===== config.mk =====
export PLATFORM = sky130hd
export DESIGN_NAME = exec_unit_flat
export DESIGN_NICKNAME = d
export VERILOG_FILES = /design/src/rtl/exec_pkg.sv /design/src/rtl/exec_unit_if.sv /design/src/rtl/exec_alu.sv /design/src/rtl/exec_unit.sv /design/src/flat_wrapper.sv
export SDC_FILE = /design/constraint.sdc
export NUM_CORES = 1
export LEC_CHECK = 0
export ABC_AREA = 1
export CAP_MARGIN = 20
export CORE_UTILIZATION = 50
export DETAILED_ROUTE_END_ITERATION = 10
export PLACE_DENSITY = 0.79
export SLEW_MARGIN = 30
export SYNTH_ARGS = -nofsm -noshare
export SYNTH_HDL_FRONTEND = slang
export SYNTH_SLANG_ARGS = --single-unit

===== constraint.sdc =====
create_clock -name clk -period 2.9 [get_ports clk]
set_input_delay 0.87 -clock clk [delete_from_list [all_inputs] [get_ports clk]]
set_output_delay 0.87 -clock clk [all_outputs]
set_load 0.02 [all_outputs]

===== src/rtl/exec_pkg.sv =====
// Shared definitions for the execute/write-back stage: opcode encodings,
// FSM state encoding and the shift-amount width.
package exec_pkg;

    localparam logic [2:0] OP_ADD = 3'd0;
    localparam logic [2:0] OP_SUB = 3'd1;
    localparam logic [2:0] OP_AND = 3'd2;
    localparam logic [2:0] OP_OR  = 3'd3;
    localparam logic [2:0] OP_XOR = 3'd4;
    localparam logic [2:0] OP_SLL = 3'd5;
    localparam logic [2:0] OP_SRL = 3'd6;
    localparam logic [2:0] OP_SRA = 3'd7;

    localparam int SHAMT_W = 5;

    typedef enum logic [1:0] {
        IDLE = 2'd0,
        READ = 2'd1,
        EXEC = 2'd2,
        WB   = 2'd3
    } state_t;

    function automatic logic is_shift(input logic [2:0] op);
        return (op == OP_SLL) || (op == OP_SRL) || (op == OP_SRA);
    endfunction

endpackage


===== src/rtl/exec_unit_if.sv =====
// Bundle of the instruction handshake and the register-file port pair used
// by exec_unit. The slave side is the execute unit; the master side is the
// instruction issuer plus register file.
interface exec_unit_if #(
    parameter int DATA_WIDTH = 32,
    parameter int ADDR_WIDTH = 5
);
    logic                  start;
    logic [2:0]            opcode;
    logic [ADDR_WIDTH-1:0] rs1;
    logic [ADDR_WIDTH-1:0] rs2;
    logic [ADDR_WIDTH-1:0] rd;
    logic                  ready;
    logic                  done;
    logic [DATA_WIDTH-1:0] result;
    logic [ADDR_WIDTH-1:0] read_reg1;
    logic [ADDR_WIDTH-1:0] read_reg2;
    logic [DATA_WIDTH-1:0] read_data1;
    logic [DATA_WIDTH-1:0] read_data2;
    logic [ADDR_WIDTH-1:0] write_reg;
    logic [DATA_WIDTH-1:0] write_data;
    logic                  reg_write;

    modport master (
        output start, opcode, rs1, rs2, rd, read_data1, read_data2,
        input  ready, done, result, read_reg1, read_reg2,
               write_reg, write_data, reg_write
    );

    modport slave (
        input  start, opcode, rs1, rs2, rd, read_data1, read_data2,
        output ready, done, result, read_reg1, read_reg2,
               write_reg, write_data, reg_write
    );
endinterface


===== src/rtl/exec_alu.sv =====
// Combinational ALU for exec_unit. Shifts move one bit per use in the
// default build, or the full amount b[4:0] when EXEC_FAST_SHIFT_EN is
// defined (barrel shifter).
module exec_alu
    import exec_pkg::*;
#(
    parameter int DATA_WIDTH = 32
) (
    input  logic [2:0]            op,
    input  logic [DATA_WIDTH-1:0] a,
    input  logic [DATA_WIDTH-1:0] b,
    output logic [DATA_WIDTH-1:0] y
);

    logic [SHAMT_W-1:0] shamt;

`ifdef EXEC_FAST_SHIFT_EN
    assign shamt = b[SHAMT_W-1:0];
`else
    assign shamt = SHAMT_W'(1);
`endif

    // Select the arithmetic/logic result or one shift step for the opcode
    always_comb begin
        y = a;
        case (op)
            OP_ADD:  y = a + b;
            OP_SUB:  y = a - b;
            OP_AND:  y = a & b;
            OP_OR:   y = a | b;
            OP_XOR:  y = a ^ b;
            OP_SLL:  y = a << shamt;
            OP_SRL:  y = a >> shamt;
            OP_SRA:  y = $unsigned($signed(a) >>> shamt);
            default: y = a;
        endcase
    end

endmodule


===== src/rtl/exec_unit.sv =====
// Multi-cycle execute/write-back stage: IDLE -> READ -> EXEC (1..31 cycles)
// -> WB. Operands come from the register file read ports, the result goes
// back through its single write port. Define EXEC_FAST_SHIFT_EN to finish
// shifts in a single EXEC cycle.
module exec_unit
    import exec_pkg::*;
#(
    parameter int DATA_WIDTH = 32,
    parameter int ADDR_WIDTH = 5
) (
    input logic         clk,
    input logic         reset,
    exec_unit_if.slave  bus
);

    state_t                state;
    state_t                next_state;
    logic [2:0]            op_q;
    logic [ADDR_WIDTH-1:0] rs1_q;
    logic [ADDR_WIDTH-1:0] rs2_q;
    logic [ADDR_WIDTH-1:0] rd_q;
    logic [DATA_WIDTH-1:0] acc;
    logic [DATA_WIDTH-1:0] opb;
    logic [DATA_WIDTH-1:0] result_q;
    logic [SHAMT_W-1:0]    cnt;
    logic [DATA_WIDTH-1:0] alu_y;
    logic                  last_step;

    exec_alu #(.DATA_WIDTH(DATA_WIDTH)) u_alu (
        .op (op_q),
        .a  (acc),
        .b  (opb),
        .y  (alu_y)
    );

`ifdef EXEC_FAST_SHIFT_EN
    assign last_step = 1'b1;
`else
    assign last_step = (cnt <= SHAMT_W'(1));
`endif

    // State register; reset returns the unit to IDLE
    always_ff @(posedge clk) begin
        if (reset)
            state <= IDLE;
        else
            state <= next_state;
    end

    // Next-state logic; EXEC leaves once the counter will have reached zero
    always_comb begin
        next_state = state;
        case (state)
            IDLE:    if (bus.start) next_state = READ;
            READ:    next_state = EXEC;
            EXEC:    if (last_step) next_state = WB;
            WB:      next_state = IDLE;
            default: next_state = IDLE;
        endcase
    end

    // Instruction latch, operand capture, shift iteration and result update
    always_ff @(posedge clk) begin
        if (reset) begin
            op_q     <= '0;
            rs1_q    <= '0;
            rs2_q    <= '0;
            rd_q     <= '0;
            acc      <= '0;
            opb      <= '0;
            cnt      <= '0;
            result_q <= '0;
        end else begin
            case (state)
                IDLE: begin
                    if (bus.start) begin
                        op_q  <= bus.opcode;
                        rs1_q <= bus.rs1;
                        rs2_q <= bus.rs2;
                        rd_q  <= bus.rd;
                    end
                end
                READ: begin
                    acc <= bus.read_data1;
                    opb <= bus.read_data2;
                    cnt <= is_shift(op_q) ? bus.read_data2[SHAMT_W-1:0] : '0;
                end
                EXEC: begin
                    if (!is_shift(op_q)) begin
                        acc <= alu_y;
                    end else begin
`ifdef EXEC_FAST_SHIFT_EN
                        acc <= alu_y;
                        cnt <= '0;
`else
                        if (cnt != '0) begin
                            acc <= alu_y;
                            cnt <= cnt - SHAMT_W'(1);
                        end
`endif
                    end
                end
                WB: begin
                    result_q <= acc;
                end
                default: ;
            endcase
        end
    end

    assign bus.ready      = (state == IDLE);
    assign bus.done       = (state == WB) && !reset;
    assign bus.reg_write  = (state == WB) && (rd_q != '0) && !reset;
    assign bus.write_reg  = (state == WB) ? rd_q : '0;
    assign bus.write_data = (state == WB) ? acc : '0;
    assign bus.read_reg1  = (state == IDLE) ? '0 : rs1_q;
    assign bus.read_reg2  = (state == IDLE) ? '0 : rs2_q;
    assign bus.result     = result_q;

endmodule

===== src/flat_wrapper.sv =====
// flat-port wrapper written by rule: the top's interface ports become plain ports
module exec_unit_flat import exec_pkg::*;
#(
    parameter int DATA_WIDTH = 32,
    parameter int ADDR_WIDTH = 5
)
  (clk, reset, bus_start, bus_opcode, bus_rs1, bus_rs2, bus_rd, bus_read_data1, bus_read_data2, bus_ready, bus_done, bus_result, bus_read_reg1, bus_read_reg2, bus_write_reg, bus_write_data, bus_reg_write);
  exec_unit_if #(.DATA_WIDTH(DATA_WIDTH), .ADDR_WIDTH(ADDR_WIDTH)) bus_i ();
  input logic clk;
  input logic reset;
  input wire logic [$bits(bus_i.start)-1:0] bus_start;
  input wire logic [$bits(bus_i.opcode)-1:0] bus_opcode;
  input wire logic [$bits(bus_i.rs1)-1:0] bus_rs1;
  input wire logic [$bits(bus_i.rs2)-1:0] bus_rs2;
  input wire logic [$bits(bus_i.rd)-1:0] bus_rd;
  input wire logic [$bits(bus_i.read_data1)-1:0] bus_read_data1;
  input wire logic [$bits(bus_i.read_data2)-1:0] bus_read_data2;
  output wire logic [$bits(bus_i.ready)-1:0] bus_ready;
  output wire logic [$bits(bus_i.done)-1:0] bus_done;
  output wire logic [$bits(bus_i.result)-1:0] bus_result;
  output wire logic [$bits(bus_i.read_reg1)-1:0] bus_read_reg1;
  output wire logic [$bits(bus_i.read_reg2)-1:0] bus_read_reg2;
  output wire logic [$bits(bus_i.write_reg)-1:0] bus_write_reg;
  output wire logic [$bits(bus_i.write_data)-1:0] bus_write_data;
  output wire logic [$bits(bus_i.reg_write)-1:0] bus_reg_write;
  assign bus_i.start = bus_start;
  assign bus_i.opcode = bus_opcode;
  assign bus_i.rs1 = bus_rs1;
  assign bus_i.rs2 = bus_rs2;
  assign bus_i.rd = bus_rd;
  assign bus_i.read_data1 = bus_read_data1;
  assign bus_i.read_data2 = bus_read_data2;
  assign bus_ready = bus_i.ready;
  assign bus_done = bus_i.done;
  assign bus_result = bus_i.result;
  assign bus_read_reg1 = bus_i.read_reg1;
  assign bus_read_reg2 = bus_i.read_reg2;
  assign bus_write_reg = bus_i.write_reg;
  assign bus_write_data = bus_i.write_data;
  assign bus_reg_write = bus_i.reg_write;
  exec_unit #(.DATA_WIDTH(DATA_WIDTH), .ADDR_WIDTH(ADDR_WIDTH)) u_core (.clk(clk), .reset(reset), .bus(bus_i));
endmodule

# == After elaboration in Yosys (flattened, before gate mapping) ==
# Index checks and enable logic that the tools add are counted.
# totals
reg_bits,121
latch_bits,0
mem_bits_rw,0
romBits,0
input_bits,85
out_inout_bits,82
elab_cells,61
n_memories,0
# op_classes
add_sub_neg,3
mul,0
div_mod_pow,0
magnitude_cmp,1
n_eq_ne,15
shifts,0
mux,15
bitwise_logic,3
n_reduce_logical,15
# op_table
op,count
case mux 32 bit (8 select lines),1
two-way mux 32 bit,3
case mux 32 bit (2 select lines),1
adder 32 bit,1
AND 32 bit,1
OR 32 bit,1
subtractor 32 bit,1
bitwise XOR 32 bit,1
two-way mux 5 bit,6
equality test 3 bit (second input constant),4
case mux 5 bit (2 select lines),1
nonzero test 5 bit,2
case mux 2 bit (4 select lines),1
equality test 3 x 2 -> 1 bit (second input constant),2
inequality test 2 x 1 -> 1 bit (second input constant),3
AND reduction 2 bit,3
<= comparator 5 x 1 -> 1 bit (second input constant),1
subtractor 5 x 1 -> 5 bit (second input constant),1
equality test 2 bit (second input constant),2
two-way mux 2 bit,2
equality test 3 x 1 -> 1 bit (second input constant),1
logical AND 1 bit,3
logical NOT 3 bit,1
inequality test 3 bit (second input constant),1
other kinds (7),8

# == Logic depth before layout (Yosys ltp) ==
# logic_depth
word_depth,5
mapped_depth,25
ltp_nobuf,25

# == Hierarchy ==
# A second synthesis with hierarchy kept.
# hier_totals
hier_cells,1708
area_unflattened_um2,10751.6
# by_module_without_submodules
mod,instances,cells_each,area_each_um2,seq_area_each_um2
exec_unit,1,719,5434.0,2422.3
exec_alu,1,989,5317.6,0.0

# == Worst setup path after synthesis ==
# OpenSTA, ideal clock, no wires.
# synth_path
path_kind,flip-flop to flip-flop
startpoint,register u_core.opb[0]
endpoint,register u_core.acc[30]
setup_ps,132
arrival_ps,2669
required_ps,2768
slack_ps,100
stages_incl_launch_ff,26
path_buffers,0
period_less_slack_ps,2800
path_cell_list,dfxtp_1 -> inv_1 -> ha_1 -> inv_1 -> nor2_2 -> nand3_2 -> inv_2 -> nand3_2 -> nor2_2 -> nand2_1 -> o21ai_2 -> nand2_1 -> nor2_1 -> nor2_1 -> ha_1 -> inv_1 -> nor3_1 -> nand2_1 -> a21oi_1 -> nor2_1 -> nand2_1 -> nand2_1 -> nand3_1 -> nand2_1 -> nand2_1 -> a21oi_1
# synth_between
elab_chain_cells,5
elab_cells_between_ends,6
classes_between,add/sub: 2; mux: 4
# synth_lines
item,line_no,text
start: declaration,exec_unit.sv:23,logic [DATA_WIDTH-1:0] opb;
start signal: assignment,exec_unit.sv:85,opb <= bus.read_data2;
subtractor 32 bit / adder 32 bit (equally long branches),"exec_alu.sv:28, exec_alu.sv:27",
case mux 32 bit (8 select lines) (*),exec_alu.sv:26,case (op)
two-way mux 32 bit,exec_unit.sv:96,if (cnt != '0) begin
two-way mux 32 bit (*),exec_unit.sv:89,if (!is_shift(op_q)) begin
case mux 32 bit (2 select lines) (*),exec_unit.sv:74,case (state)
end signal: assignment,exec_unit.sv:84,acc <= bus.read_data1;
end signal: assignment,exec_unit.sv:90,acc <= alu_y;
end signal: assignment,exec_unit.sv:97,acc <= alu_y;
end: declaration,exec_unit.sv:22,logic [DATA_WIDTH-1:0] acc;
# Mark *: on every way between the ends. The rest lies on a longest branch, timed or not. The select of a mux whose other input is x is not followed.
# A chain may end at the register's enable or synchronous reset.

# == Worst setup path in the final report ==
# layout_path
startpoint,register u_core.opb[1]
endpoint,register u_core.acc[29]
# The elaborated chain is that of the path after synthesis.

==> flow_summary.toml <==
[timing]
drv_slew = 0
period_needed_ps = 3128
fin_ws_ps = -227.5
period_share_pct = 107.8
tightest_slew_ps = 953.2
slew_headroom_pct = 36.38
clock_skew_ps = 14.35
rsz0062_at_grt = "yes"
final_hold_viol_count = 0
setup_violations = 17
maxClockFrequency_mhz = 319.7

[synthesis]
ys.flop_type = "dfxtp_1"
syn_nets = 1834
yosysUniqueCellTypes = 50
async_reset_ff_share_pct = 0
synth-edff-count = 0
ys_ff_latch = 121
synth.avg_cell_area_um2 = 6.150
synth-seq-area-share_pct = 23.94
yosysWarnings = 0
postSynthCellCount = 1645
netlist_area_um2 = 10120

[hold_path]
hold_class = "flop to flop"

[clock_tree]
clockBufferDepth = 2
cts.sinks = 121
clock_latency_ps = 440
path_clk_slew_ps = 60
cts_inserted_buffers = 17
cts_tree = "yes"
cts-root-buf = "clkbuf_16"
cts_htree_levels = 4

[power_and_ir_drop]
p_sw_share_pct = 53.33
p_leak_nw = 7.441
total_power_mw = 19.92
power.density_nw_per_um2 = 1351
p_switching_mw = 10.62
combPwrFrac_pct = 75.5
ir_drop_v = 0.0006589
clock_power_share_pct = 10.0
pwr-share-seq_pct = 14.5
internal_power_mw = 9.297

[floorplanning]
num_rows = 51
fp.dieH_um = 144.2
core_um2 = 19650
start_util_pct = 51.48
die-area_um2 = 20810
io_pins = 167
die_x_um = 144.2

[layout]
final_common_cell = "nand2_1"
fin_nets = 2114
antennaDiodeCount = 0
utilization_pct = 75.02
drive_gt1_share_pct = 22.52
instances_no_fill = 2201
design_area_um2 = 14740
final_cell_mix = "nand2_1 (358), inv_1 (239), a21oi_1 (165), buf_4 (154), clkdlybuf4s50_1 (126)"
area_delta_synth_final_pct = 45.73

[setup_path]
reg2reg_slack_ps = -230
path_class = "flop to flop"
worstPathArrival_ps = 3420
end_kind = "flop"
start_kind = "flop"
path_max_fanout = 4
crit_required_ps = 3190

[routing]
wl_per_cell_um = 18.74
routed_via_density = 5.657
vias = 12450
drcViolationCount = 0
firstDrtPassIters = 7
wl_mm = 41.26
drt-initial-drc-count = 1293
ant_nets = 0

[outcome]
violations = "negative setup slack"
outcome = "finished, violations left"

[grt]
grt_max_degree = 70
grt_pass1_wl_mm = 60.51
grt_pass1_vias = 11470
grtUsageTotal_pct = 38.46
grt.overflow.total = 0
antenna_found_initial = 0

[place]
dp.cells = 2149
gp_congestion = 1.032
numPortBuffers = 166
place_area_um2 = 12900
dp_hpwl_mm = 29.16

[flow_run]
drv_cap = 0
==> layer usage <==
metal	vias to the layer above	track usage [%]	share of wire, %
li1	5821	-	-
met1	5698	49.31	39
met2	787	60.41	44
met3	146	9.338	12
met4	0	18.39	5.0
met5	-	0	0
==> timing repair <==
item	in CTS	in global routing
buffers inserted	14	9
endpoints found under the setup margin	73	44
hold buffers	0	0
resized for setup	167	167
pin swaps	81	79
==> path summary, 6_finish.rpt <==
path,start,end,cells past startpoint
max,u_core.opb[1],u_core.acc[29],24
min,u_core.rs2_q[3],u_core.rs2_q[3],2
min reg2reg,u_core.rs2_q[3],u_core.rs2_q[3],2
max reg2reg,u_core.opb[1],u_core.acc[29],24
==> cells in the mapped netlist (2+ instances only) <==
library cell	n	area share (%)
clkbuf_1	40	1.5
inv_1	264	9.8
nand4_1	6	0.37
a2111oi_0	3	0.26
nand2_1	425	16
o21ai_2	2	0.17
nor3_1	12	0.59
nor4_1	6	0.37
o22ai_1	2	0.12
o31ai_1	4	0.30
buf_1	8	0.30
buf_2	14	0.69
o211ai_1	6	0.45
inv_2	5	0.19
o2111ai_1	7	0.61
a41oi_1	4	0.35
xor2_1	35	3.0
a221oi_1	4	0.35
ha_1	103	13
and3_1	3	0.19
nor2_2	3	0.19
o21bai_1	3	0.22
o21ai_1	2	0.099
nor2_1	147	5.5
and2_1	3	0.19
xnor2_1	2	0.17
nand2_2	2	0.12
a31oi_1	5	0.31
o221ai_1	8	0.69
nand3_1	62	3.1
a21oi_1	187	9.3
or2_2	3	0.19
o21ai_0	126	6.2
nand3_2	3	0.30
dfxtp_1	121	24
==> flip-flops by register name (all words and copies together), names as in the netlist <==
signal	count
u_core.op_q	3
u_core.bus.result	32
u_core.cnt	5
u_core.rs2_q	5
u_core.rd_q	5
u_core.opb	32
u_core.acc	32
u_core.state	2
u_core.rs1_q	5
==> stage by stage <==
step	worst slack, ps	hold slack [ps]	setup TNS (ps)
final	-227.5	454.8	-2310
after global routing	-410.4	475.2	-5280
after detailed placement	-340.4	448.3	-2699
after floorplan	99.50	430.3	0
after global placement	-258.6	440.3	-1585
after CTS	-93.55	457.3	-425.2
==> critical path, stage by stage, from the launching register on <==
cell	delay, ps
dfxtp_4	370
inv_4	60
ha_4	130
inv_2	50
nor2_4	130
nand3_2	120
inv_2	100
nand3_4	80
nor2_4	140
nand2_2	100
o21ai_4	230
xor2_4	230
ha_4	260
nand2_4	90
inv_4	50
nand2_2	60
nand2_2	60
nand2_1	60
nand2_1	60
a21oi_2	170
nand3_1	100
nand3_1	100
nand2_1	50
nand2_1	90
a21oi_1	60
==> area by class of cell <==
cell class,count,area [um2]
inverters,270,1032
clock inverters,10,73.82
well taps,265,331.6
repair buffers,325,2905
fillers,1555,4910
flip-flops and latches,121,2450
clock buffers,20,456.7
multi-input cells,1190,7495
==> logic make-up after synthesis <==
group,share of synthesized area [%]
flops,23.94
buf+inv,12.61
xor+xnor,3.203
compound gates,20.07
fa+ha+maj,12.94
simple gates,27.23
==> power groups by stage <==
stage          clock network, mW  registers (mW)  logic (mW)
6_report                    2.00            2.89        15.0
5_1_grt                     2.07            2.90        16.1
4_1_cts                     2.00            2.75        13.0
3_5_place_dp                   0            2.74        11.6
3_3_place_gp                   0            2.72        11.4
2_1_floorplan                  0            2.59        7.02
Note: power is estimated with default switching activity, not from simulation.
